## config.mk

```make
export PLATFORM = sky130hd
export DESIGN_NAME = vad_energy_detector
export DESIGN_NICKNAME = d
export VERILOG_FILES = /design/src/rtl/vad_energy_detector.sv
export SDC_FILE = /design/constraint.sdc
export NUM_CORES = 1
export LEC_CHECK = 0
export BUFFER_PORTS_ARGS = -buffer_cell sky130_fd_sc_hd__buf_2
export CORE_ASPECT_RATIO = 0.8
export CORE_MARGIN = 2
export CORE_UTILIZATION = 37
export CTS_CLUSTER_SIZE = 12
export DETAILED_ROUTE_END_ITERATION = 6
export GPL_ROUTABILITY_DRIVEN = 0
export PLACE_DENSITY_LB_ADDON = 0.12
export SLEW_MARGIN = 25
export SYNTH_ARGS = -nofsm -noshare
export SYNTH_HDL_FRONTEND = slang
export SYNTH_SLANG_ARGS = --single-unit
export TNS_END_PERCENT = 100
```

## constraint.sdc

```tcl
create_clock -name clk -period 7.7 [get_ports clk]
set_clock_uncertainty 0.05 [all_clocks]
set_input_delay 0.77 -clock clk [delete_from_list [all_inputs] [get_ports clk]]
set_output_delay 0.77 -clock clk [all_outputs]
set_load 0.01 [all_outputs]
```

## src/rtl/vad_energy_detector.sv

```systemverilog
// ---------------------------------------------------------------------------
// vad_energy_detector
//   Energy-based voice activity detector on the ADC capture path. It sits
//   directly after the I2S controller's adc_data_out / adc_data_valid.
//
//   Each valid sample is rectified to a saturating magnitude and summed over
//   a fixed window of 2^WIN_LOG2 valid samples. At each window end the mean
//   level is published, and a SILENT/ACTIVE/HANG state machine is stepped.
//   The machine uses two thresholds for hysteresis, and it waits HANGOVER
//   quiet windows before dropping voice_active.
//
//   Samples are forwarded with one cycle of latency. When the optional gate
//   is built in, samples captured while voice_active is low are zeroed.
//
//   Build option:
//     VAD_GATE_EN  - if defined, sample_out is forced to 0 whenever
//                    voice_active is low on the capture edge. If undefined,
//                    voice_active is only advisory.
//
//   Ports:
//     clk, rst          clock, synchronous active-high reset
//     sample_in         signed ADC sample
//     sample_valid      one-cycle strobe qualifying sample_in
//     thresh_on         unsigned level at or above which SILENT -> ACTIVE
//     thresh_off        unsigned level below which ACTIVE starts hangover
//     sample_out        forwarded (optionally gated) sample, 1 cycle late
//     sample_out_valid  sample_valid delayed by 1 cycle
//     level_out         mean magnitude of the last completed window
//     level_valid       one-cycle pulse when level_out updates
//     voice_active      high in ACTIVE and HANG
// ---------------------------------------------------------------------------
module vad_energy_detector #(
  parameter int DATA_WIDTH = 16,
  parameter int WIN_LOG2   = 8,   // 1..12
  parameter int HANGOVER   = 4    // 0..255
) (
  input  logic                         clk,
  input  logic                         rst,
  input  logic signed [DATA_WIDTH-1:0] sample_in,
  input  logic                         sample_valid,
  input  logic        [DATA_WIDTH-1:0] thresh_on,
  input  logic        [DATA_WIDTH-1:0] thresh_off,
  output logic        [DATA_WIDTH-1:0] sample_out,
  output logic                         sample_out_valid,
  output logic        [DATA_WIDTH-1:0] level_out,
  output logic                         level_valid,
  output logic                         voice_active
);

  // The sum of 2^WIN_LOG2 magnitudes, each below 2^(DATA_WIDTH-1), always
  // fits in this width, so no overflow guard is needed.
  localparam int ACC_W = DATA_WIDTH + WIN_LOG2;

  localparam logic [DATA_WIDTH-1:0] MAG_MAX  = {1'b0, {(DATA_WIDTH-1){1'b1}}};
  localparam logic [DATA_WIDTH-1:0] MOST_NEG = {1'b1, {(DATA_WIDTH-1){1'b0}}};
  localparam logic [7:0]            HANG_INIT = 8'(HANGOVER);

  typedef enum logic [1:0] {
    SILENT = 2'd0,
    ACTIVE = 2'd1,
    HANG   = 2'd2
  } state_t;

  state_t                state, state_nxt;
  logic [7:0]            hang_cnt, hang_nxt;
  logic [ACC_W-1:0]      acc;
  logic [ACC_W-1:0]      acc_sum;
  logic [WIN_LOG2-1:0]   cnt;
  logic [DATA_WIDTH-1:0] mag;
  logic [DATA_WIDTH-1:0] level_new;
  logic                  win_end;

  // -------------------------------------------------------------------------
  // Rectifier. The most-negative code has no positive counterpart, so it is
  // clamped to full scale instead of wrapping back to itself.
  // -------------------------------------------------------------------------
  always_comb begin
    mag = sample_in;
    if (sample_in == MOST_NEG)
      mag = MAG_MAX;
    else if (sample_in[DATA_WIDTH-1])
      mag = DATA_WIDTH'(-sample_in);
  end

  // The window-ending sample is folded into the level here, so the
  // accumulator can restart from 0 on the same edge.
  assign acc_sum   = acc + ACC_W'(mag);
  assign level_new = DATA_WIDTH'(acc_sum >> WIN_LOG2);
  assign win_end   = sample_valid && (cnt == {WIN_LOG2{1'b1}});

  // -------------------------------------------------------------------------
  // Activity FSM - next state. It steps only at window end, so the
  // thresholds are looked at only then.
  // -------------------------------------------------------------------------
  always_comb begin
    state_nxt = state;
    hang_nxt  = hang_cnt;
    if (win_end) begin
      unique case (state)
        SILENT: begin
          if (level_new >= thresh_on)
            state_nxt = ACTIVE;
        end
        ACTIVE: begin
          if (level_new < thresh_off) begin
            if (HANGOVER == 0) begin
              state_nxt = SILENT;
            end else begin
              state_nxt = HANG;
              hang_nxt  = HANG_INIT;
            end
          end
        end
        HANG: begin
          // One quiet window has already been spent entering HANG. As a
          // result, voice_active drops after HANGOVER+1 quiet windows.
          if (level_new >= thresh_off)
            state_nxt = ACTIVE;
          else if (hang_cnt <= 8'd1)
            state_nxt = SILENT;
          else
            hang_nxt = hang_cnt - 8'd1;
        end
        default: state_nxt = SILENT;
      endcase
    end
  end

  // -------------------------------------------------------------------------
  // Activity FSM - state register. voice_active is registered from the next
  // state, so it moves on the same edge that raises level_valid.
  // -------------------------------------------------------------------------
  always_ff @(posedge clk) begin
    if (rst) begin
      state        <= SILENT;
      hang_cnt     <= 8'd0;
      voice_active <= 1'b0;
    end else begin
      state        <= state_nxt;
      hang_cnt     <= hang_nxt;
      voice_active <= (state_nxt != SILENT);
    end
  end

  // -------------------------------------------------------------------------
  // Window accumulator and level output. Idle cycles hold all state.
  // -------------------------------------------------------------------------
  always_ff @(posedge clk) begin
    if (rst) begin
      acc         <= '0;
      cnt         <= '0;
      level_out   <= '0;
      level_valid <= 1'b0;
    end else begin
      level_valid <= win_end;
      if (sample_valid) begin
        // The counter wraps to 0 by itself after the all-ones value.
        cnt <= cnt + WIN_LOG2'(1);
        if (win_end) begin
          acc       <= '0;
          level_out <= level_new;
        end else begin
          acc <= acc_sum;
        end
      end
    end
  end

  // -------------------------------------------------------------------------
  // Passthrough. The gate uses voice_active as it stands on the capture
  // edge. For the window-ending sample, that is the value before the update.
  // -------------------------------------------------------------------------
  always_ff @(posedge clk) begin
    if (rst) begin
      sample_out       <= '0;
      sample_out_valid <= 1'b0;
    end else begin
      sample_out_valid <= sample_valid;
      if (sample_valid) begin
`ifdef VAD_GATE_EN
        sample_out <= voice_active ? sample_in : '0;
`else
        sample_out <= sample_in;
`endif
      end
    end
  end

endmodule

```

# [Word-level counts from Yosys, hierarchy flattened]
# Cells that the tools add are included.
[word_totals] reg_bits=77 in_bits=51 out_inout_bits=35
[classes] add_sub_neg=4 magnitude_cmp=4 eq_ne=7 muxes=13 reduce_logical=6
[ops] op="$ge 16x16->1" n=2
[ops] op="$mux 16" n=2
[ops] op="$add 24x16->24" n=1
[ops] op="$mux 24" n=1
[ops] op="$mux 8" n=3
[ops] op="$eq 16x16->1 const B" n=1
[ops] op="$lt 16x16->1" n=1
[ops] op="$neg 16->16" n=1
[ops] op="$pmux 8 s2" n=1
[ops] op="$mux 2" n=5
[ops] op="$add 8x1->8 const B" n=1
[ops] op="$eq 8x8->1 const B" n=1
[ops] op="$le 8x1->1 const B" n=1
[ops] op="$sub 8x1->8 const B" n=1
[ops] op="$ne 2x2->1 const B" n=3
[ops] op="$pmux 2 s3" n=1
[ops] op="$reduce_and 5->1" n=1
[ops] op="$reduce_bool 2->1" n=2
[ops] op="$eq 2x1->1 const B" n=1
[ops] op="$eq 2x2->1 const B" n=1
[ops] op="$logic_not 2->1" n=1
[ops] op="$reduce_and 2->1" n=1
[ops] op="$logic_and 1x1->1" n=1

# [Depth between registers and ports, before layout]
# Gate-level depths: netlist (run 1).
[logic_depth] ltp_word=9 ltp_mapped=24

# [Least setup slack after synthesis (run 1)]
# No wires, ideal clock.
[synth_timing] kind="input to register" from="in sample_in[0]" to="reg hang_cnt[5]" t_arrival_ns=5.546 path_slack_ns=1.964 stages=23 path_buffers=1 path_cell_list="inv_1 > ha_1 > nand3b_1 > or2_2 > or3_1 > or2_2 > clkbuf_1 > nand2_1 > ha_1 > and2_1 > a221oi_1 > a211o_1 > a211oi_1 > o21ai_0 > xnor2_1 > ha_1 > nand4_1 > nor4_1 > o31a_1 > a2111oi_4 > nand4b_1 > xor2_1 > nor3_2"
[synth_between] elab_chain_len=7 word_cells_on_any_way=10
[synth_rtl] element="start: declaration" line_no="39" text="input logic signed [DATA_WIDTH-1:0] sample_in,"
[synth_rtl] element="$neg 16->16" line_no="82" text="mag = DATA_WIDTH'(-sample_in);"
[synth_rtl] element="$mux 16" line_no="81" text="else if (sample_in[DATA_WIDTH-1])"
[synth_rtl] element="$mux 16 *" line_no="79" text="if (sample_in == MOST_NEG)"
[synth_rtl] element="$add 24x16->24 *" line_no="87" text="assign acc_sum = acc + ACC_W'(mag);"
[synth_rtl] element="net acc_sum[21]" line_no="67" text="logic [ACC_W-1:0] acc_sum;"
[synth_rtl] element="$ge 16x16->1 / $lt 16x16->1 (equally long branches)" line_no="117, 105"
[synth_rtl] element="$ne 2x2->1 (no source line)"
[synth_rtl] element="$reduce_and 5->1 (no source line) *"
[synth_rtl] element="end signal: assignment" line_no="140" text="hang_cnt <= hang_nxt;"
[synth_rtl] element="end: declaration" line_no="65" text="logic [7:0] hang_cnt, hang_nxt;"
# Mark *: on every way through the listed nets, which the timed path passes. The rest lies on a longest branch.
# A chain may end at the register's enable or synchronous reset.

# [Final worst setup path (run 1)]
[layout_timing] from="in sample_in[2]" to="reg hang_cnt[5]"
# The elaborated chain is that of the path after synthesis.

==> out/metrics.yaml, run 1 <==
status: "complete, no violations"
nNetsFinal: 804
die_y_um: 108.0
ctsResizeCount: 0
cts_setup_buffers: 0
finalSetupTns_ns: 0
synth_ff_type: "dfxtp_1"
placedCellCount: 863
cts_hold_buffers: 0
critPathMaxFanout: 13
drv_slew: 0
fmax_mhz: 157.5
ys_seq_area_share_pct: 30.79
p_leak_nw: 2.759
setup.worst_path.start: "sample_in[2]"
power.density_nw_per_um2: 208.9
rsz0062_at_grt: "false"
clk-insertion-delay-late_ns: 0.36
setup-violations-final: 0
avgRoutedWirePerCell_um: 15.46
syn_area_sq_um: 5006
grt_max_degree: 72
synth_top_area_cell: "dfxtp_1"
async_flop_share_pct: 0
cts_max_path_buffers: 2
hold_depth: 2
hp-class: "reg -> reg"
top_level_ports: 86
synthTopCellsByArea: "dfxtp_1 31%, ha_1 13%, nor2_1 6.2%"
die_area_sq_um: 14480
core_sq_um: 13060
drt-pass1-iter-count: 4
viasPerCell: 5.228
reg2reg_from: "acc[4]"
crit_type: "in -> reg"
start_util_pct: 38.35
tightest_slew_ns: 0.9596
yosysWarnings: 0
grt_pass1_vias: 4431
avgSynthCellArea_sq_um: 8.035
h-tree-depth: 3
ir_drop_v: 0.0001257
worstPathRequired_ns: 7.87
cts_buffers: 9
fin_crit_sh_pct: 82.43
cts_tree: "done"
hold_start: "level_out[3]"
fin_crit_ns: 6.347
antenna_found_initial: 0
synth_edf_count: 0
synth_cells: 623
overflow: 0
start_kind: "primary input"
relSlewSlack_pct: 36.03
yosysTopAreaCellShare_pct: 30.79
drive_gt1_share_pct: 16.05
grt_pass1_wl_um: 22410
fillerInstances: 1366
clk_pin_slew_worst_paths_ns: 0.07
rr_worst_depth: 15
maxCapViolations: 0
vias: 4595
track_usage_pct: 19.68
wirelength_um: 13590
yosysMostFrequentCell: "nor2_1"
hpwl_um: 10180
drtIter0Drc: 242
die_x_um: 134.0
area_delta_synth_final_pct: 17.20
yosysUniqueCellTypes: 57
end_kind: "flip-flop"
layoutNonFillerInstCount: 879
drcViolationCount: 0
diodes: 0
root_buffer: "clkbuf_16"
ys_seq_elements: 77
cp.arrival_ns: 6.52
cts_sinks: 77
num_rows: 37
antenna_left: 0
port_buffers: 85
hold_viol_final: 0
ys_top_cells_by_count: "83 x nor2_1, 77 x dfxtp_1, 66 x nand2_1"
syn-num-nets: 728
layer usage:
metal  vias up  global-route usage [%]  routed length [um]
met3        16                   5.204                 463
li1       2345                       -                   -
met5         -                       0                   0
met2        63                   29.78                5866
met1      2171                   27.55                7043
met4         0                   5.714                 213
layout by cell type (no fill, tap or decap), types with 10 or more instances in the layout:
cell,synthesis,layout
buf_2,0,85
dfxtp_1,77,77
ha_1,53,53
xnor2_1,14,14
nor3_1,10,10
xor2_1,31,31
o21ai_0,26,26
nor2_1,83,83
nand3_1,19,19
a21oi_1,40,40
nand4_1,12,12
mux2i_1,19,19
nand2_1,66,66
a211oi_1,10,10
inv_1,43,43
layout make-up:
| class | count | area (sq um) | area share, % |
|---|---|---|---|
| tap | 175 | 219.0 | 3.732 |
| sequential | 77 | 1541 | 26.27 |
| timing repair buffer | 86 | 432.9 | 7.379 |
| inverter | 43 | 161.4 | 2.751 |
| clock buffer | 9 | 225.2 | 3.839 |
| clock inverter | 7 | 66.31 | 1.130 |
| multi-input combinational | 482 | 3221 | 54.89 |
registers in the layout (all words and copies together) (netlist names):
signal and flops:
acc 24, level_out 16, sample_out 16, cnt 8, hang_cnt 8, state 2
level_valid 1, sample_out_valid 1, voice_active 1
power by group:
group,leakage [nW],total (mW),switching (mW),internal [mW]
clock network,0.138,0.431,0.203,0.228
registers,0.627,0.435,0.0154,0.419
logic,1.99,0.361,0.218,0.142
total,2.76,1.23,0.437,0.789
logic make-up (layout without fill, tap and decap cells):
family / after synthesis / after routing / synth area share, %
fa+ha+maj: 54 / 54 / 13.65
flops: 77 / 77 / 30.79
compound gates: 131 / 131 / 17.30
xor+xnor: 45 / 45 / 7.873
mux: 19 / 19 / 3.799
simple gates: 233 / 233 / 21.72
buf+inv: 64 / 145 / 4.874
worst max-delay path: stages:
cell	delay, ns
buf_2	0.13
nor3_1	0.25
nand3b_1	0.13
or2_2	0.32
or3_1	0.42
or2_2	0.41
o211ai_1	0.20
ha_1	0.21
a21o_1	0.12
nand3_1	0.11
a211o_1	0.36
a211oi_1	0.42
o21ai_0	0.25
xnor2_1	0.44
ha_1	0.34
nand4_1	0.16
nor4_1	0.10
o31a_1	0.28
a2111oi_4	0.63
nand4b_1	0.20
xor2_1	0.21
nor3_2	0.05
path summary, 6_finish.rpt:
kind	end	slack, ns
setup / recovery	hang_cnt[5]	1.35
hold / removal	level_out[3]	0.41
setup reg to reg	hang_cnt[5]	3.14
hold reg to reg	level_out[3]	0.41
through the flow:
stage	instance area, sq um	hold WS, ns	power (mW)	setup slack (ns)	utilization, %
detailed placement	5575	0.3970	0.8000	1.083	42.71
global route	5867	0.4300	1.305	0.9062	44.94
global placement	5575	0.3905	0.7955	1.180	42.71
floorplan	5006	0.3862	0.6978	1.964	-
CTS	5867	0.4058	1.239	1.427	44.94
finish	5867	0.4080	1.226	1.353	44.94
No activity file was read; power rests on OpenSTA's default activity.
==> inputs of run 2 (changes only) <==
==> constraint.sdc (replaced) <==
create_clock -name clk -period 5.2 [get_ports clk]
set_clock_uncertainty 0.05 [all_clocks]
set_input_delay 0.52 -clock clk [delete_from_list [all_inputs] [get_ports clk]]
set_output_delay 0.52 -clock clk [all_outputs]
set_load 0.01 [all_outputs]
==> out/metrics.yaml, run 2 (synthesis gave the netlist of run 1 again) <==
status: "complete, no violations"
fin_crit_sh_pct: 99.00
power_mw: 2.173
antenna_found_initial: 0
drv_slew: 0
h-tree-depth: 3
wirelength_um: 15410
final_cell_mix: "97 x buf_4, 82 x buf_2, 78 x nor2_1"
rrSetupSlack_ns: 1.28
cts_buffers: 9
rr_worst_depth: 16
vias: 5049
start_kind: "primary input"
viasPerCell: 5.173
tightest_slew_ns: 0.9243
worst_slack_ns: 0.05205
worst_r2r_endpoint: "hang_cnt[0]"
post_dp_cell_area_sq_um: 6292
grt_pass1_vias: 4921
drt-pass1-iter-count: 5
overflow: 0
fin_crit_ns: 5.148
power.density_nw_per_um2: 309.1
die_y_um: 108.0
largest_reg_flops: 24
drcViolationCount: 0
num_rows: 37
setup-violations-final: 0
hp-class: "reg -> reg"
die_area_sq_um: 14480
setup.worst_path.start: "sample_in[7]"
cts_sinks: 77
layoutNonFillerInstCount: 976
top_level_ports: 86
root_buffer: "clkbuf_16"
regMostFlops: "acc"
final_common_cell: "buf_4"
ir_drop_v: 0.0002014
nNetsFinal: 901
grt_max_degree: 44
maxCapViolations: 0
whs_ns: 0.4040
largestRegisters: "acc x24, level_out x16, sample_out x16"
port_buffers: 85
clk_pin_slew_worst_paths_ns: 0.06
hpwl_um: 11330
diodes: 0
crit_type: "in -> reg"
hold_viol_final: 0
relSlewSlack_pct: 38.38
track_usage_pct: 21.37
fin_area_sq_um: 7030
antenna_left: 0
grt_pass1_wl_um: 24310
cp.arrival_ns: 5.30
rsz0062_at_grt: "true"
reg2reg_from: "acc[10]"
pre_cts_slack_ns: -0.5947
finalSetupTns_ns: 0
drtIter0Drc: 296
cts_tree: "done"
critPathMaxFanout: 8
avgRoutedWirePerCell_um: 15.79
cts_hold_buffers: 0
die_x_um: 134.0
critical_path.endpoint: "hang_cnt[0]"
post-route-util_pct: 53.85
clk-insertion-delay-late_ns: 0.34
core_sq_um: 13060
fillerInstances: 1236
placedCellCount: 948
area_delta_synth_final_pct: 40.44
drive_gt1_share_pct: 33.58
p_leak_nw: 3.346
end_kind: "flip-flop"
cts_max_path_buffers: 2
fmax_mhz: 194.3
worstPathRequired_ns: 5.35
start_util_pct: 38.35
## run 2: cell count changes in the layout (fill, tap and decap cells not counted), sizes merged
cell      before  now
clkbuf         9   10
buf           86  182
clkinv         0    1
clkinvlp       2    0
or2            5    6
bufinv         0    3
inv           48   45
## run 2: power by group
part	switching, mW	internal (mW)
Sequential	0.0254	0.621
Clock	0.272	0.475
Combinational	0.398	0.382
Total	0.695	1.48
## run 2: critical path, stage by stage
cell and delay (ns):
buf_2 0.11, or4_1 0.56, or3_4 0.41, a211oi_2 0.24, a31oi_2 0.09, ha_1 0.34
buf_4 0.14, nand4_1 0.13, nor2_2 0.21, nor4b_4 0.06, buf_4 0.17, a211oi_4 0.30
xor2_2 0.24, ha_4 0.25, a21oi_2 0.14, nand2_1 0.06, a211o_1 0.34, a2111oi_4 0.54
buf_4 0.22, mux2i_1 0.19, nor2_1 0.05
## run 2: timing repair
item                       4_1_cts  5_1_grt
pin swaps                       19       15
cloned                           0        1
resized for setup               31       35
setup endpoints to repair       10       11
buffers inserted                 8        3
## run 2: metal layers
layer  share of wire (%)  up-vias  global-route usage (%)
met4                 1.3        0                   6.617
met2                  47       76                   35.53
met5                   0        -                       0
li1                    -     2534                       -
met3                 3.6       20                   4.219
met1                  48     2419                   28.14
## run 2: worst min path at each step
stage                 start      endpoint  slack, ns  cells after the start
2_1_floorplan        acc[2]        acc[2]       0.39                      2
3_3_place_gp   level_out[7]  level_out[7]       0.39                      2
3_5_place_dp   level_out[6]  level_out[6]       0.40                      2
4_1_cts        level_out[7]  level_out[7]       0.41                      2
5_1_grt        level_out[7]  level_out[7]       0.43                      2
6_report       level_out[7]  level_out[7]       0.40                      2
## run 2: layout make-up
cell class	instances	area, sq um	share of cell area (%)
Inverter	43	161.4	2.296
Sequential cell	77	1541	21.93
Timing Repair Buffer	182	1176	16.73
Tap cell	175	219.0	3.114
Clock inverter	6	118.9	1.691
Multi-Input combinational cell	483	3585	50.99
Clock buffer	10	229.0	3.257
